File: src/rtl/mole_sequencer_if.sv
// Player-facing signal bundle for the whack-a-mole sequencer.
// The master side drives buttons and start; the slave side drives the mole lights and counters.
interface mole_sequencer_if #(
  parameter int N_MOLES = 9
);
  logic               start;
  logic [1:0]         level;
  logic [N_MOLES-1:0] hit;
  logic [N_MOLES-1:0] mole;
  logic [7:0]         score;
  logic [7:0]         misses;
  logic               done;

  modport master (output start, level, hit, input mole, score, misses, done);
  modport slave  (input start, level, hit, output mole, score, misses, done);
endinterface

File: src/rtl/mole_sequencer.sv
// Whack-a-mole game sequencer: pseudo-random mole selection, timed gap/up phases, score and miss tracking.
// Optional macro WAM_PENALTY_EN: a rise on an unlit button while a mole is up takes a point off the score.
module mole_sequencer #(
  parameter int N_MOLES     = 9,
  parameter int BASE_CYCLES = 12_500_000,
  parameter int MAX_MISSES  = 8
) (
  input logic             CLOCK_50,
  input logic             reset,
  mole_sequencer_if.slave bus
);

  typedef enum logic [1:0] {IDLE, GAP, UP, OVER} state_t;

  localparam logic [27:0] GAP_L0 = 28'(8 * BASE_CYCLES - 1);
  localparam logic [27:0] GAP_L1 = 28'(4 * BASE_CYCLES - 1);
  localparam logic [27:0] GAP_L2 = 28'(2 * BASE_CYCLES - 1);
  localparam logic [27:0] GAP_L3 = 28'(1 * BASE_CYCLES - 1);
  localparam logic [27:0] UP_L0  = 28'(8 * BASE_CYCLES - 1);
  localparam logic [27:0] UP_L1  = 28'(4 * BASE_CYCLES - 1);
  localparam logic [27:0] UP_L2  = 28'(4 * BASE_CYCLES - 1);
  localparam logic [27:0] UP_L3  = 28'(2 * BASE_CYCLES - 1);

  state_t             state_reg, state_next;
  logic [27:0]        cnt_reg, cnt_next;
  logic [N_MOLES-1:0] mole_reg, mole_next;
  logic [7:0]         score_reg, score_next;
  logic [7:0]         misses_reg, misses_next;
  logic [1:0]         level_reg, level_next;
  logic [3:0]         prev_idx_reg, prev_idx_next;
  logic               prev_valid_reg, prev_valid_next;
  logic [N_MOLES-1:0] hit_q_reg;
  logic [15:0]        lfsr_reg;

  logic [N_MOLES-1:0] rise;
  logic               correct_rise;
  logic [3:0]         raw_idx;
  logic [3:0]         sel_idx;
  logic [N_MOLES-1:0] sel_onehot;
  logic [7:0]         misses_inc;

  function automatic logic [27:0] gap_load(input logic [1:0] lv);
    case (lv)
      2'd0:    return GAP_L0;
      2'd1:    return GAP_L1;
      2'd2:    return GAP_L2;
      default: return GAP_L3;
    endcase
  endfunction

  function automatic logic [27:0] up_load(input logic [1:0] lv);
    case (lv)
      2'd0:    return UP_L0;
      2'd1:    return UP_L1;
      2'd2:    return UP_L2;
      default: return UP_L3;
    endcase
  endfunction

  assign rise         = bus.hit & ~hit_q_reg;
  assign correct_rise = |(rise & mole_reg);

  // Scale the low LFSR byte into 0..N_MOLES-1, then step past a repeat of the last lit mole.
  assign raw_idx = 4'((12'(lfsr_reg[7:0]) * 12'(N_MOLES)) >> 8);
  assign sel_idx = (prev_valid_reg && (raw_idx == prev_idx_reg))
                 ? ((raw_idx == 4'(N_MOLES - 1)) ? 4'd0 : raw_idx + 4'd1)
                 : raw_idx;

  generate
    for (genvar gi = 0; gi < N_MOLES; gi++) begin : g_decode
      assign sel_onehot[gi] = (sel_idx == 4'(gi));
    end
  endgenerate

  assign misses_inc = (misses_reg == 8'hFF) ? 8'hFF : misses_reg + 8'd1;

`ifdef WAM_PENALTY_EN
  logic wrong_rise;
  assign wrong_rise = |(rise & ~mole_reg);
`endif

  always_comb begin
    state_next      = state_reg;
    cnt_next        = cnt_reg;
    mole_next       = mole_reg;
    score_next      = score_reg;
    misses_next     = misses_reg;
    level_next      = level_reg;
    prev_idx_next   = prev_idx_reg;
    prev_valid_next = prev_valid_reg;

    case (state_reg)
      IDLE, OVER: begin
        if (bus.start) begin
          state_next  = GAP;
          score_next  = 8'd0;
          misses_next = 8'd0;
          level_next  = bus.level;
          cnt_next    = gap_load(bus.level);
          mole_next   = '0;
        end
      end
      GAP: begin
        if (cnt_reg == 28'd0) begin
          state_next      = UP;
          mole_next       = sel_onehot;
          cnt_next        = up_load(level_reg);
          prev_idx_next   = sel_idx;
          prev_valid_next = 1'b1;
        end else begin
          cnt_next = cnt_reg - 28'd1;
        end
      end
      UP: begin
`ifdef WAM_PENALTY_EN
        if (!correct_rise && wrong_rise && (score_reg != 8'd0))
          score_next = score_reg - 8'd1;
`endif
        // A correct whack wins over a simultaneous timeout.
        if (correct_rise) begin
          score_next = (score_reg == 8'hFF) ? 8'hFF : score_reg + 8'd1;
          mole_next  = '0;
          state_next = GAP;
          cnt_next   = gap_load(level_reg);
        end else if (cnt_reg == 28'd0) begin
          misses_next = misses_inc;
          mole_next   = '0;
          if (misses_inc == 8'(MAX_MISSES)) begin
            state_next = OVER;
            cnt_next   = 28'd0;
          end else begin
            state_next = GAP;
            cnt_next   = gap_load(level_reg);
          end
        end else begin
          cnt_next = cnt_reg - 28'd1;
        end
      end
      default: state_next = IDLE;
    endcase
  end

  always_ff @(posedge CLOCK_50 or negedge reset) begin
    if (!reset) begin
      state_reg      <= IDLE;
      cnt_reg        <= 28'd0;
      mole_reg       <= '0;
      score_reg      <= 8'd0;
      misses_reg     <= 8'd0;
      level_reg      <= 2'd0;
      prev_idx_reg   <= 4'd0;
      prev_valid_reg <= 1'b0;
      hit_q_reg      <= '0;
      lfsr_reg       <= 16'hACE1;
    end else begin
      state_reg      <= state_next;
      cnt_reg        <= cnt_next;
      mole_reg       <= mole_next;
      score_reg      <= score_next;
      misses_reg     <= misses_next;
      level_reg      <= level_next;
      prev_idx_reg   <= prev_idx_next;
      prev_valid_reg <= prev_valid_next;
      hit_q_reg      <= bus.hit;
      lfsr_reg       <= {lfsr_reg[14:0],
                         lfsr_reg[15] ^ lfsr_reg[13] ^ lfsr_reg[12] ^ lfsr_reg[10]};
    end
  end

  assign bus.mole   = mole_reg;
  assign bus.score  = score_reg;
  assign bus.misses = misses_reg;
  assign bus.done   = (state_reg == OVER);

endmodule
File: src/flat_wrapper.sv
// flat-port wrapper written by rule: the top's interface ports become plain ports
module mole_sequencer_flat 
#(
  parameter int N_MOLES     = 9,
  parameter int BASE_CYCLES = 12_500_000,
  parameter int MAX_MISSES  = 8
)
  (CLOCK_50, reset, bus_start, bus_level, bus_hit, bus_mole, bus_score, bus_misses, bus_done);
  mole_sequencer_if #(.N_MOLES(N_MOLES)) bus_i ();
  input logic CLOCK_50;
  input logic reset;
  input wire logic [$bits(bus_i.start)-1:0] bus_start;
  input wire logic [$bits(bus_i.level)-1:0] bus_level;
  input wire logic [$bits(bus_i.hit)-1:0] bus_hit;
  output wire logic [$bits(bus_i.mole)-1:0] bus_mole;
  output wire logic [$bits(bus_i.score)-1:0] bus_score;
  output wire logic [$bits(bus_i.misses)-1:0] bus_misses;
  output wire logic [$bits(bus_i.done)-1:0] bus_done;
  assign bus_i.start = bus_start;
  assign bus_i.level = bus_level;
  assign bus_i.hit = bus_hit;
  assign bus_mole = bus_i.mole;
  assign bus_score = bus_i.score;
  assign bus_misses = bus_i.misses;
  assign bus_done = bus_i.done;
  mole_sequencer #(.N_MOLES(N_MOLES), .BASE_CYCLES(BASE_CYCLES), .MAX_MISSES(MAX_MISSES)) u_core (.CLOCK_50(CLOCK_50), .reset(reset), .bus(bus_i));
endmodule
File: config.mk
export PLATFORM = sky130hd
export DESIGN_NAME = mole_sequencer_flat
export DESIGN_NICKNAME = d
export VERILOG_FILES = /design/src/rtl/mole_sequencer_if.sv /design/src/rtl/mole_sequencer.sv /design/src/flat_wrapper.sv
export SDC_FILE = /design/constraint.sdc
export NUM_CORES = 1
export LEC_CHECK = 0
export ABC_AREA = 1
export BUFFER_PORTS_ARGS = -buffer_cell sky130_fd_sc_hd__buf_2
export CAP_MARGIN = 10
export CORE_MARGIN = 2
export CORE_UTILIZATION = 35
export CTS_BUF_LIST = sky130_fd_sc_hd__clkbuf_4 sky130_fd_sc_hd__clkbuf_8 sky130_fd_sc_hd__clkbuf_16
export CTS_CLUSTER_DIAMETER = 150
export DETAILED_ROUTE_END_ITERATION = 10
export PLACE_DENSITY_LB_ADDON = 0.2
export SETUP_SLACK_MARGIN = 0.2
export SYNTH_ARGS = -nofsm -noshare
export SYNTH_HDL_FRONTEND = slang
export SYNTH_SLANG_ARGS = --single-unit
export TNS_END_PERCENT = 30
File: constraint.sdc
create_clock -name CLOCK_50 -period 2.3 [get_ports CLOCK_50]
set_input_delay 0.575 -clock CLOCK_50 [delete_from_list [all_inputs] [get_ports CLOCK_50]]
set_output_delay 0.575 -clock CLOCK_50 [all_outputs]
set_load 0.05 [all_outputs]
Yosys cells after proc, flatten, opt, wreduce, memory -nomap -nowiden. Cells that the tools add are included.

Flip-flop bits (word level): 87. Input port bits: 14. Output and inout port bits: 26.

Add/subtract/negate cells: 4. Multiply operators: 1. Equal/unequal tests: 26. Muxes and demuxes: 30. Bitwise logic cells: 6. Reduce and logical (&&, ||, !) cells: 15.

Operators with widths (number): 27-bit one-hot mux with 3 select lines (2); 28-bit two-way mux (4); 28-bit one-hot mux with 3 select lines (1); 27-bit one-hot mux with 2 select lines (1); 8-bit two-way mux (6); 9-bit two-way mux (4); 8-bit one-hot mux with 2 select lines (2); 28-bit logical NOT (1); 28-bit by 1-bit subtractor with 28-bit output (second input constant) (1); 27-bit two-way mux (1); 9-bit one-hot mux with 3 select lines (1); 9-bit AND (2); 8-bit by 1-bit adder with 8-bit output (second input constant) (2); 4-bit by 3-bit == test with 1-bit output (second input constant) (4); 8-bit == test (second input constant) (2); 8-bit by 4-bit multiplier with 12-bit output (second input constant) (1); 2-bit two-way mux (5); 9-bit NOT (1); 9-bit OR reduction (1); 2-bit == test (second input constant) (4); 4-bit by 2-bit == test with 1-bit output (second input constant) (2); 4-bit == test (second input constant) (2); 8-bit by 4-bit == test with 1-bit output (second input constant) (1); 4-bit two-way mux (2); other kinds (17) (29).

Logic depth before layout (Yosys ltp). Gate-level depths: netlist of run 1.

Word-level depth: 7. Mapped depth: 18. Gate-level depth less buffers: 18.

Least setup slack after synthesis of run 1. Ideal clock, no wire load.

Path type: register to register. Start: reg u_core.lfsr_reg[7]. End: reg u_core.mole_reg[1], in the netlist u_core.bus.mole[1]. Library setup time: 0.066 ns. Data arrival time: 2.317 ns. Path slack: -0.083 ns. Stages on the path, launching flop included: 18. Path buffers: 0. Period minus slack after synthesis: 2.383 ns. Cell sequence: dfstp_2 ha_1 ha_1 nand2_1 nand2_1 a21boi_2 nand2_1 nand2_2 nand2_2 nand2_1 nand2_1 inv_2 nand3_4 nand2_2 nand2_2 nor2_2 nand2_1 nand2_1.

Cells in the longest elaborated chain, start to end: 7. Elaborated cells between the ends (all ways): 10. Classes of those cells: add/sub (1); mul (1); eq/ne (3); mux (4); reduce/logical (1).

RTL lines: from (decl) (line mole_sequencer.sv:33) `logic [15:0] lfsr_reg;`; from (signal assigned) (line mole_sequencer.sv:165) `lfsr_reg <= {lfsr_reg[14:0],`; 8-bit by 4-bit multiplier with 12-bit output (*) (line mole_sequencer.sv:64) `assign raw_idx = 4'((12'(lfsr_reg[7:0]) * 12'(N_MOLES)) >> 8);`; 4-bit by 1-bit adder with 4-bit output, or another cell as far along (line mole_sequencer.sv:66) `? ((raw_idx == 4'(N_MOLES - 1)) ? 4'd0 : raw_idx + 4'd1)`; 4-bit two-way mux / 1-bit logical AND (equally long branches) (line mole_sequencer.sv:66, mole_sequencer.sv:65); 4-bit two-way mux (*) (line mole_sequencer.sv:66); 4-bit by 1-bit == test with 1-bit output (*) (line mole_sequencer.sv:71) `assign sel_onehot[gi] = (sel_idx == 4'(gi));`; 9-bit two-way mux (*) (line mole_sequencer.sv:104) `if (cnt_reg == 28'd0) begin`; 9-bit one-hot mux with 3 select lines (*) (line mole_sequencer.sv:92) `case (state_reg)`; to (signal assigned) (line mole_sequencer.sv:158) `mole_reg <= mole_next;`; to (decl) (line mole_sequencer.sv:26) `logic [N_MOLES-1:0] mole_reg, mole_next;`.

Every way passes the cells marked *; elsewhere a longest branch is shown, timed or not. The select of a mux whose other input is x is not followed. A chain may end at the register's enable or synchronous reset.

Final worst setup path of run 1.
Start: reg u_core.lfsr_reg[5]. End: reg u_core.mole_reg[5], in the netlist u_core.bus.mole[5].

Cells in the longest elaborated chain, start to end: 7. Elaborated cells between the ends (all ways): 10. Classes of those cells: add/sub (1); mul (1); eq/ne (3); mux (4); reduce/logical (1).

RTL lines (line): 8-bit by 4-bit multiplier with 12-bit output (*) (mole_sequencer.sv:64); 4-bit by 1-bit adder with 4-bit output, or another cell as far along (mole_sequencer.sv:66); 4-bit two-way mux / 1-bit logical AND (equally long branches) (mole_sequencer.sv:66, mole_sequencer.sv:65); 4-bit two-way mux (*) (mole_sequencer.sv:66); 4-bit by 3-bit == test with 1-bit output (*) (mole_sequencer.sv:71); 9-bit two-way mux (*) (mole_sequencer.sv:104); 9-bit one-hot mux with 3 select lines (*) (mole_sequencer.sv:92).

Marks and branches as above.

==> results.sh, run 1 <==
export IMPL_yosys_warnings=0
export IMPL_p_leak_nw=3.73
export IMPL_cts_sinks=87
export IMPL_h_tree_depth=3
export IMPL_drt_pass1_iter_count=6
export IMPL_crit_required_ns=2.60
export IMPL_layout_cells_non_filler=1124
export IMPL_slowest_stage="dfstp_2"
export IMPL_nNetsFinal=937
export IMPL_cts_buffer_depth=2
export IMPL_area_growth_pct=33.1
export IMPL_yosys_cell_types_count=48
export IMPL_rsz0062_at_grt="true"
export IMPL_hp_class="in2async"
export IMPL_worstPathArrival_ns=2.75
export IMPL_final_cell_area_mm2=0.00771
export IMPL_syn_area_mm2=0.00580
export IMPL_die_x_um=133
export IMPL_io_buffers=39
export IMPL_grt_use_total_pct=18.7
export IMPL_cp_cell_sequence="ha_4, ha_4, nand2_2, o21ai_4, nand2_2, nand2_2, nand2_2, nand3_2, nand2_2, nor2_4, nand3_4, nand2_4, nand2_4, nor2_4, nand2_1, nand2_1"
export IMPL_yosysSeqAreaShare_pct=37.7
export IMPL_final_cell_mix="nand2_1, inv_1, dfrtp_1, buf_4, nor2_1"
export IMPL_grt_pass1_vias=5291
export IMPL_num_io_pins=40
export IMPL_max_freq_ghz=0.407
export IMPL_async_flop_share_pct=100
export IMPL_wire_per_inst_um=14.6
export IMPL_hold_viol=0
export IMPL_grt_pass1_wl_um=26400
export IMPL_drive_above_1_share_pct=32.7
export IMPL_cts_hold_buf=0
export IMPL_grt_max_degree=32
export IMPL_place_inst=1090
export IMPL_failed_checks="negative setup slack"
export IMPL_std_cell_rows=47
export IMPL_place_area_mm2=0.00669
export IMPL_viasPerCell=4.87
export IMPL_grt_overflow=0
export IMPL_ant_nets=0
export IMPL_critical_path_peak_fanout=7
export IMPL_slew_violations=0
export IMPL_syn_nets=838
export IMPL_max_vdd_ir_drop_mv=0.436
export IMPL_power_density_mw_per_mm2=886
export IMPL_min_period_over_period_pct=107
export IMPL_crit_path_max_incr_delay_ns=0.55
export IMPL_synthFlopType="dfrtp_1"
export IMPL_startpoint_type="flop"
export IMPL_drt_iter0_markers=262
export IMPL_end_kind="flop"
export IMPL_synth_edf_count=0
export IMPL_drc=0
export IMPL_synth_top_area_cell="dfrtp_1"
export IMPL_max_cap_violations=0
export IMPL_slew_headroom_pct=71.6
export IMPL_dp_hpwl_um=12000
export IMPL_worst_slew_pin_slew_ns=0.426
export IMPL_clk_pin_slew_ns=0.07
export IMPL_wl_um=16400
export IMPL_finalCriticalPeriod_ns=2.46
export IMPL_rrSetupSlack_ns=-0.16
export IMPL_worst_hold_slack_ns=0.153
export IMPL_antennaDiodeCount=0
export IMPL_clk_latency_ns=0.35
export IMPL_cts_made_buffers=9
export IMPL_start_util_pct=35.3
export IMPL_root_buffer="clkbuf_16"
export IMPL_synth_top_area_share_pct=34.1
export IMPL_largest_register_ffs=28
export IMPL_timing_final_ws_setup_ns=-0.159
export IMPL_r2r_end="u_core.bus.mole[5]"
export IMPL_fin_worst_skew_ns=0.0102
export IMPL_antenna_found_initial=0
export IMPL_rr_startpoint="u_core.lfsr_reg[5]"
export IMPL_ys_ff_latch=87
export IMPL_cts_tree="built"
export IMPL_die_h_um=133
export IMPL_synthesis_instances=800
export IMPL_crit_path_frequent_cell="nand2_2"
export IMPL_via_count=5470
export IMPL_crit_type="reg2reg"
export IMPL_die_area_mm2=0.0176
export IMPL_synthTopCellsByArea="dfrtp_1, nand2_1, inv_1"
export IMPL_mostFrequentLayoutCell="nand2_1"
export IMPL_avgSynthCellArea_um2=7.24
export IMPL_reg2reg_depth=16
export IMPL_setup_violations=13
export IMPL_place_congestion=0.896
export IMPL_post_route_util_pct=47.0
export IMPL_status="complete, but fails checks"
export IMPL_fp_coreArea_mm2=0.0164
power by group:
group | switching [W] | internal, W | leakage, nW | total, W
Combinational | 0.00203 | 0.00112 | 2.48 | 0.00314
Clock | 0.000665 | 0.000889 | 0.152 | 0.00155
Sequential | 0.000312 | 0.00183 | 1.11 | 0.00214
logic make-up after synthesis:
logic type / count (synthesis) / share of synthesized area (%)
buf+inv: 121 / 8.29
xor+xnor: 20 / 3.02
compound gates: 121 / 11.7
flops: 87 / 37.7
fa+ha+maj: 24 / 5.18
simple gates: 427 / 34.0
synth_stat cells, types with 3 or more instances:
cell type	instances
o21ai_0	55
nand2_1	225
buf_6	3
xor2_1	16
nor2_2	17
clkbuf_1	10
o21ai_1	7
xnor2_1	4
dfstp_2	8
nor2_1	61
nand3_2	3
o22ai_1	4
nor3_1	10
nand2_4	3
inv_1	105
nand3_1	60
nand4_1	11
nor2_4	5
dfrtp_1	79
nand3b_1	6
ha_1	24
nand2_2	12
a21oi_1	38
or2_2	6
metrics by stage:
stage / worst slack (ns) / setup TNS, ns / power [W]
after floorplan: -0.0200 / -0.0800 / 0.00400
after global placement: -0.138 / -1.33 / 0.00489
after detailed placement: -0.165 / -1.73 / 0.00490
after CTS: -0.140 / -1.28 / 0.00654
after global routing: -0.323 / -3.61 / 0.00736
final: -0.159 / -1.57 / 0.00683
repair_timing:
item,4_1_cts,5_1_grt
gates cloned,0,2
setup buffers,3,13
gates resized for setup,47,114
setup endpoints to repair,35,49
pin swaps,34,71
worst max-delay path: cells and delay by family (launching register included):
kind / cells / cell delay, ns
fa+ha+maj: 2 / 0.46
simple gates: 13 / 1.19
flops: 1 / 0.55
compound gates: 1 / 0.17
layer usage:
metal  vias to the layer above  share of wire, %  track usage (%)
li1                       2768                 -                -
met1                      2579                47             24.8
met2                       105                48             31.1
met3                        18               3.8             3.98
met4                         0               1.4             4.60
met5                         -                 0                0
worst max path at each step:
| stage | startpoint | endpoint | cells after the start |
|---|---|---|---|
| floorplan | u_core.lfsr_reg[5] | u_core.bus.mole[0] | 17 |
| global placement | u_core.lfsr_reg[5] | u_core.bus.mole[5] | 16 |
| detailed placement | u_core.lfsr_reg[5] | u_core.bus.mole[4] | 16 |
| CTS | u_core.lfsr_reg[7] | u_core.bus.mole[7] | 17 |
| global route | u_core.lfsr_reg[6] | u_core.bus.mole[7] | 16 |
| finish | u_core.lfsr_reg[5] | u_core.bus.mole[5] | 16 |
area by class of cell:
class | count | area [um2]
fill | 1639 | 8690
multi-input combinational | 592 | 3760
sequential | 87 | 2190
timing repair buffer | 101 | 757
inverter | 107 | 413
tap | 220 | 275
clock buffer | 10 | 239
clock inverter | 6 | 75.1
timing repair inverter | 1 | 5.00
(Power assumes the default switching activity.)
==> run 2: changes to the inputs <==
--- a/config.mk
+++ b/config.mk
@@ -13,7 +13,7 @@
 export CTS_BUF_LIST = sky130_fd_sc_hd__clkbuf_4 sky130_fd_sc_hd__clkbuf_8 sky130_fd_sc_hd__clkbuf_16
 export CTS_CLUSTER_DIAMETER = 150
 export DETAILED_ROUTE_END_ITERATION = 10
-export PLACE_DENSITY_LB_ADDON = 0.2
+export PLACE_DENSITY = 0.49
 export SETUP_SLACK_MARGIN = 0.2
 export SYNTH_ARGS = -nofsm -noshare
 export SYNTH_HDL_FRONTEND = slang
==> run 2 against run 1 <==
Compared with the run above:
- the run still ends with negative setup slack left
- sequential share of layout area up 1.3 points
- design area shrank 4.2%
- maximum frequency is 1.3% lower
- total power decreased by 3.4%
- via count rose by 1.1%
- wire length decreased by 0.17%
- worst setup slack got worse by 0.031 ns
==> results.sh, run 2 (synthesis results as in run 1) <==
export IMPL_failed_checks="negative setup slack"
export IMPL_slew_violations=0
export IMPL_rsz0062_at_grt="true"
export IMPL_dp_hpwl_um=12300
export IMPL_h_tree_depth=3
export IMPL_largest_register_ffs=28
export IMPL_max_vdd_ir_drop_mv=0.443
export IMPL_start_util_pct=35.3
export IMPL_die_h_um=133
export IMPL_p_sw_share_pct=44.3
export IMPL_die_area_mm2=0.0176
export IMPL_wire_per_inst_um=14.7
export IMPL_drc=0
export IMPL_crit_type="reg2reg"
export IMPL_via_count=5529
export IMPL_wl_um=16400
export IMPL_grt_pass1_vias=5369
export IMPL_place_congestion=0.905
export IMPL_setup_violations=13
export IMPL_cts_tree="built"
export IMPL_clk_latency_ns=0.35
export IMPL_end_kind="flop"
export IMPL_mostFrequentLayoutCell="nand2_1"
export IMPL_status="complete, but fails checks"
export IMPL_nNetsFinal=929
export IMPL_max_cap_violations=0
export IMPL_finalCriticalPeriod_ns=2.49
export IMPL_num_io_pins=40
export IMPL_fin_worst_skew_ns=0.00832
export IMPL_hp_class="in2async"
export IMPL_slew_headroom_pct=63.0
export IMPL_timing_final_ws_setup_ns=-0.190
export IMPL_grt_pass1_wl_um=26900
export IMPL_grt_use_total_pct=18.9
export IMPL_hold_viol=0
export IMPL_antennaDiodeCount=0
export IMPL_area_growth_pct=27.5
export IMPL_cts_made_buffers=9
export IMPL_power_density_mw_per_mm2=894
export IMPL_cts_sinks=87
export IMPL_drt_iter0_markers=361
export IMPL_std_cell_rows=47
export IMPL_grt_max_degree=34
export IMPL_worst_hold_slack_ns=0.141
export IMPL_min_period_over_period_pct=108
export IMPL_ant_nets=0
export IMPL_crit_required_ns=2.55
export IMPL_worstPathArrival_ns=2.74
export IMPL_clk_pin_slew_ns=0.07
export IMPL_worst_slew_pin_slew_ns=0.550
export IMPL_io_buffers=39
export IMPL_viasPerCell=4.95
export IMPL_cts_buffer_depth=2
export IMPL_root_buffer="clkbuf_16"
export IMPL_seqPwrFrac_pct=32.5
export IMPL_power_w=0.00660
export IMPL_p_int_w=0.00368
export IMPL_drive_above_1_share_pct=29.2
export IMPL_drt_pass1_iter_count=4
export IMPL_clkPwrFrac_pct=23.7
export IMPL_final_cell_mix="nand2_1, inv_1, dfrtp_1, nor2_1, buf_4"
export IMPL_max_freq_ghz=0.402
export IMPL_antenna_found_initial=0
export IMPL_critical_path_peak_fanout=4
export IMPL_switching_power_w=0.00293
export IMPL_startpoint_type="flop"
export IMPL_p_leak_nw=3.58
export IMPL_combPwrFrac_pct=43.8
export IMPL_cts_hold_buf=0
export IMPL_die_x_um=133
export IMPL_fp_coreArea_mm2=0.0164
export IMPL_grt_overflow=0
==> run 2: worst max-delay path, cell delays in order (launching register included) <==
cell and delay, ns:
dfstp_2 0.56, ha_4 0.21, ha_4 0.27, nand2_2 0.05, o21ai_4 0.15, nand2_2 0.09, nand2_2 0.09, nand2_4 0.06
buf_4 0.13, buf_4 0.12, a21oi_1 0.20, nand3_2 0.13, nand2_4 0.13, nor2_4 0.05, nand2_1 0.07, nand2_1 0.05
==> run 2: power by group through the flow <==
stage | clock [W] | combinational [W] | sequential, W
2_1_floorplan | 0 | 0.00177 | 0.00224
3_3_place_gp | 0 | 0.00269 | 0.00214
3_5_place_dp | 0 | 0.00271 | 0.00214
4_1_cts | 0.00162 | 0.00275 | 0.00212
5_1_grt | 0.00168 | 0.00326 | 0.00219
6_report | 0.00157 | 0.00289 | 0.00214
==> run 2: timing repair <==
| item | in CTS | in global routing |
|---|---|---|
| resized for setup | 31 | 72 |
| pin swaps | 21 | 40 |
| setup endpoints to repair | 31 | 51 |
| buffers inserted | 5 | 9 |
==> run 2: area by class of cell <==
type | count | area, um2
clock inverters | 7 | 86.3
multi-input cells | 592 | 3560
clock buffers | 9 | 225
repair buffers | 94 | 648
inverters | 107 | 410
fillers | 1656 | 9020
well taps | 220 | 275
flip-flops and latches | 87 | 2190
==> run 2: stage by stage <==
step,instances,area [um2],utilization [%],TNS [ns],worst slack (ns)
after floorplan,800,5920,-,-0.0800,-0.0200
after global placement,1086,6630,40.4,-1.53,-0.147
after detailed placement,1086,6630,40.4,-2.10,-0.205
after CTS,1107,7090,43.2,-1.26,-0.129
after global routing,1116,7390,45.0,-3.63,-0.315
final,1116,7390,45.0,-1.89,-0.190
==> run 2: final timing paths <==
kind / from / endpoint / slack (ns) / cells after the start
max reg2reg: u_core.lfsr_reg[5] / u_core.bus.mole[0] / -0.19 / 15
min in group CLOCK_50: bus_hit[3] / u_core.hit_q_reg[3] / 0.34 / 1
min reg2reg: u_core.lfsr_reg[9] / u_core.lfsr_reg[10] / 0.36 / 0
min: reset / u_core.hit_q_reg[5] / 0.14 / 1
max: u_core.lfsr_reg[5] / u_core.bus.mole[0] / -0.19 / 15
max in group asynchronous: reset / u_core.cnt_reg[10] / 1.54 / 2
==> run 2: layer usage <==
layer	track usage, %	part of all wire, %	routed length, um	vias up
li1	-	-	-	2761
met1	25.9	47	7650	2616
met2	30.2	47	7750	119
met3	2.76	3.6	585	33
met4	7.65	2.6	431	0
met5	0	0	0	-
==> run 3: changes to the inputs <==
--- a/config.mk
+++ b/config.mk
@@ -14,7 +14,8 @@
 export CTS_CLUSTER_DIAMETER = 150
 export DETAILED_ROUTE_END_ITERATION = 10
 export PLACE_DENSITY = 0.49
-export SETUP_SLACK_MARGIN = 0.2
+export REMOVE_ABC_BUFFERS = 1
+export SETUP_SLACK_MARGIN = 0.4
 export SYNTH_ARGS = -nofsm -noshare
 export SYNTH_HDL_FRONTEND = slang
 export SYNTH_SLANG_ARGS = --single-unit
==> run 3 against run 2 <==
Compared with the run above:
- the flow still finishes with violations (negative setup slack)
- hold slack better by 0.11 ns
- largest power group unchanged
- non-clock buffer count up 8
- via count up 0.76%
- first-iteration DRC count down 1.7%
- clock power down 8%
- global-route usage up 0.48 points
- sequential power up 2%
==> results.sh, run 3 (synthesis results as in run 1) <==
export IMPL_place_congestion=0.916
export IMPL_clk_latency_ns=0.35
export IMPL_root_buffer="clkbuf_16"
export IMPL_failed_checks="negative setup slack"
export IMPL_max_cap_violations=0
export IMPL_p_leak_nw=3.77
export IMPL_grt_overflow=0
export IMPL_num_io_pins=40
export IMPL_fin_setup_tns_ns=-1.68
export IMPL_slew_violations=0
export IMPL_dp_hpwl_um=12300
export IMPL_worstPathArrival_ns=2.73
export IMPL_rsz0062_at_grt="true"
export IMPL_max_freq_ghz=0.403
export IMPL_die_h_um=133
export IMPL_drt_pass1_iter_count=5
export IMPL_clk_pin_slew_ns=0.07
export IMPL_grt_max_degree=88
export IMPL_crit_type="reg2reg"
export IMPL_crit_required_ns=2.54
export IMPL_start_util_pct=35.3
export IMPL_min_period_over_period_pct=108
export IMPL_ant_nets=0
export IMPL_hp_class="in2async"
export IMPL_layout_cells_non_filler=1124
export IMPL_die_area_mm2=0.0176
export IMPL_nNetsFinal=937
export IMPL_viasPerCell=4.96
export IMPL_cts_tree="built"
export IMPL_drc=0
export IMPL_final_cell_mix="nand2_1, inv_1, dfrtp_1, buf_4, nor2_1"
export IMPL_power_density_mw_per_mm2=873
export IMPL_antennaDiodeCount=0
export IMPL_fp_coreArea_mm2=0.0164
export IMPL_via_count=5571
export IMPL_drive_above_1_share_pct=36.0
export IMPL_place_inst=1088
export IMPL_antenna_found_initial=0
export IMPL_startpoint_type="flop"
export IMPL_finalCriticalPeriod_ns=2.48
export IMPL_hold_viol=0
export IMPL_io_buffers=39
export IMPL_wl_um=17100
export IMPL_end_kind="flop"
export IMPL_slew_headroom_pct=57.1
export IMPL_cts_made_buffers=9
export IMPL_place_worst_setup_slack_ns=-0.268
export IMPL_grt_use_total_pct=19.4
export IMPL_cts_buffer_depth=2
export IMPL_mostFrequentLayoutCell="nand2_1"
export IMPL_grt_pass1_wl_um=27500
export IMPL_timing_final_ws_setup_ns=-0.181
export IMPL_die_x_um=133
export IMPL_std_cell_rows=47
export IMPL_status="complete, but fails checks"
export IMPL_max_vdd_ir_drop_mv=0.480
export IMPL_fin_worst_skew_ns=0.00892
export IMPL_largest_register_ffs=28
export IMPL_drt_iter0_markers=355
export IMPL_worst_slew_pin_slew_ns=0.638
export IMPL_grt_pass1_vias=5429
export IMPL_area_growth_pct=36.1
export IMPL_critical_path_peak_fanout=4
export IMPL_wire_per_inst_um=15.2
export IMPL_fillers=1606
export IMPL_h_tree_depth=3
export IMPL_setup_violations=13
export IMPL_cts_sinks=87
run 3: cell count changes in the layout (fill, tap and decap cells not counted), moves of 6 or more:
cell and delta:
nand2_1 -10, buf_6 +6, o21ai_2 +11, dfrtp_1 -6
dfrtp_2 +6, nor2_4 +10, nand3_4 +7, o21ai_0 -17
nand2_4 +10
run 3: area by class of cell:
type	count	area [um2]	area share, %
clock inverter	3	26.3	0.333
timing repair buffer	102	773	9.80
multi-input combinational	592	3930	49.8
sequential	87	2200	27.8
tap	220	275	3.49
inverter	107	429	5.44
clock buffer	13	262	3.31
run 3: what timing repair did:
action                     CTS  global route
gates resized for setup     75           167
pin swaps                   43           108
gates cloned                 1             0
hold buffers                 0             0
setup buffers               10             9
setup endpoints to repair   54            59
run 3: path summary, 6_finish.rpt:
| kind | start | depth (start not counted) | slack (ns) | endpoint |
|---|---|---|---|---|
| setup / recovery | u_core.lfsr_reg[6] | 17 | -0.18 | u_core.bus.mole[3] |
| hold / removal | reset | 2 | 0.25 | u_core.hit_q_reg[4] |
| setup reg to reg | u_core.lfsr_reg[6] | 17 | -0.18 | u_core.bus.mole[3] |
| hold reg to reg | u_core.lfsr_reg[9] | 0 | 0.35 | u_core.lfsr_reg[10] |
| max in group asynchronous | reset | 2 | 1.64 | u_core.cnt_reg[20] |
| min in group CLOCK_50 | bus_hit[8] | 1 | 0.34 | u_core.hit_q_reg[8] |
run 3: routing by layer:
layer | vias to the layer above | GRT usage (%) | share of wire (%)
met2 | 108 | 32.9 | 48
met1 | 2648 | 25.0 | 46
met5 | - | 0 | 0
met3 | 36 | 2.80 | 3.1
met4 | 0 | 7.77 | 2.9
li1 | 2779 | - | -
run 3: power breakdown:
| part | internal, W | switching (W) |
|---|---|---|
| clock | 0.000807 | 0.000639 |
| sequential | 0.00184 | 0.000350 |
| combinational | 0.00114 | 0.00212 |
run 3: through the flow:
stage	hold slack (ns)	area (um2)	utilization, %	total power (W)
floorplan	0.279	5720	-	0.00394
global placement	0.339	6540	39.9	0.00486
detailed placement	0.339	6540	39.9	0.00490
CTS	0.284	7240	44.1	0.00648
global route	0.292	7890	48.1	0.00736
finish	0.247	7890	48.1	0.00689
run 3: worst max-delay path, cell delays in order, from the launching register on:
cell	delay (ns)
dfstp_2	0.55
ha_4	0.20
ha_4	0.25
nand2_1	0.12
nor2_4	0.04
nand2_2	0.06
nand4_1	0.17
buf_4	0.20
nand2_4	0.07
ha_4	0.14
inv_2	0.03
nand2_2	0.05
nand3_2	0.07
nand3b_1	0.17
nand2_2	0.09
nor2_4	0.04
nand2_1	0.06
nand2_1	0.05
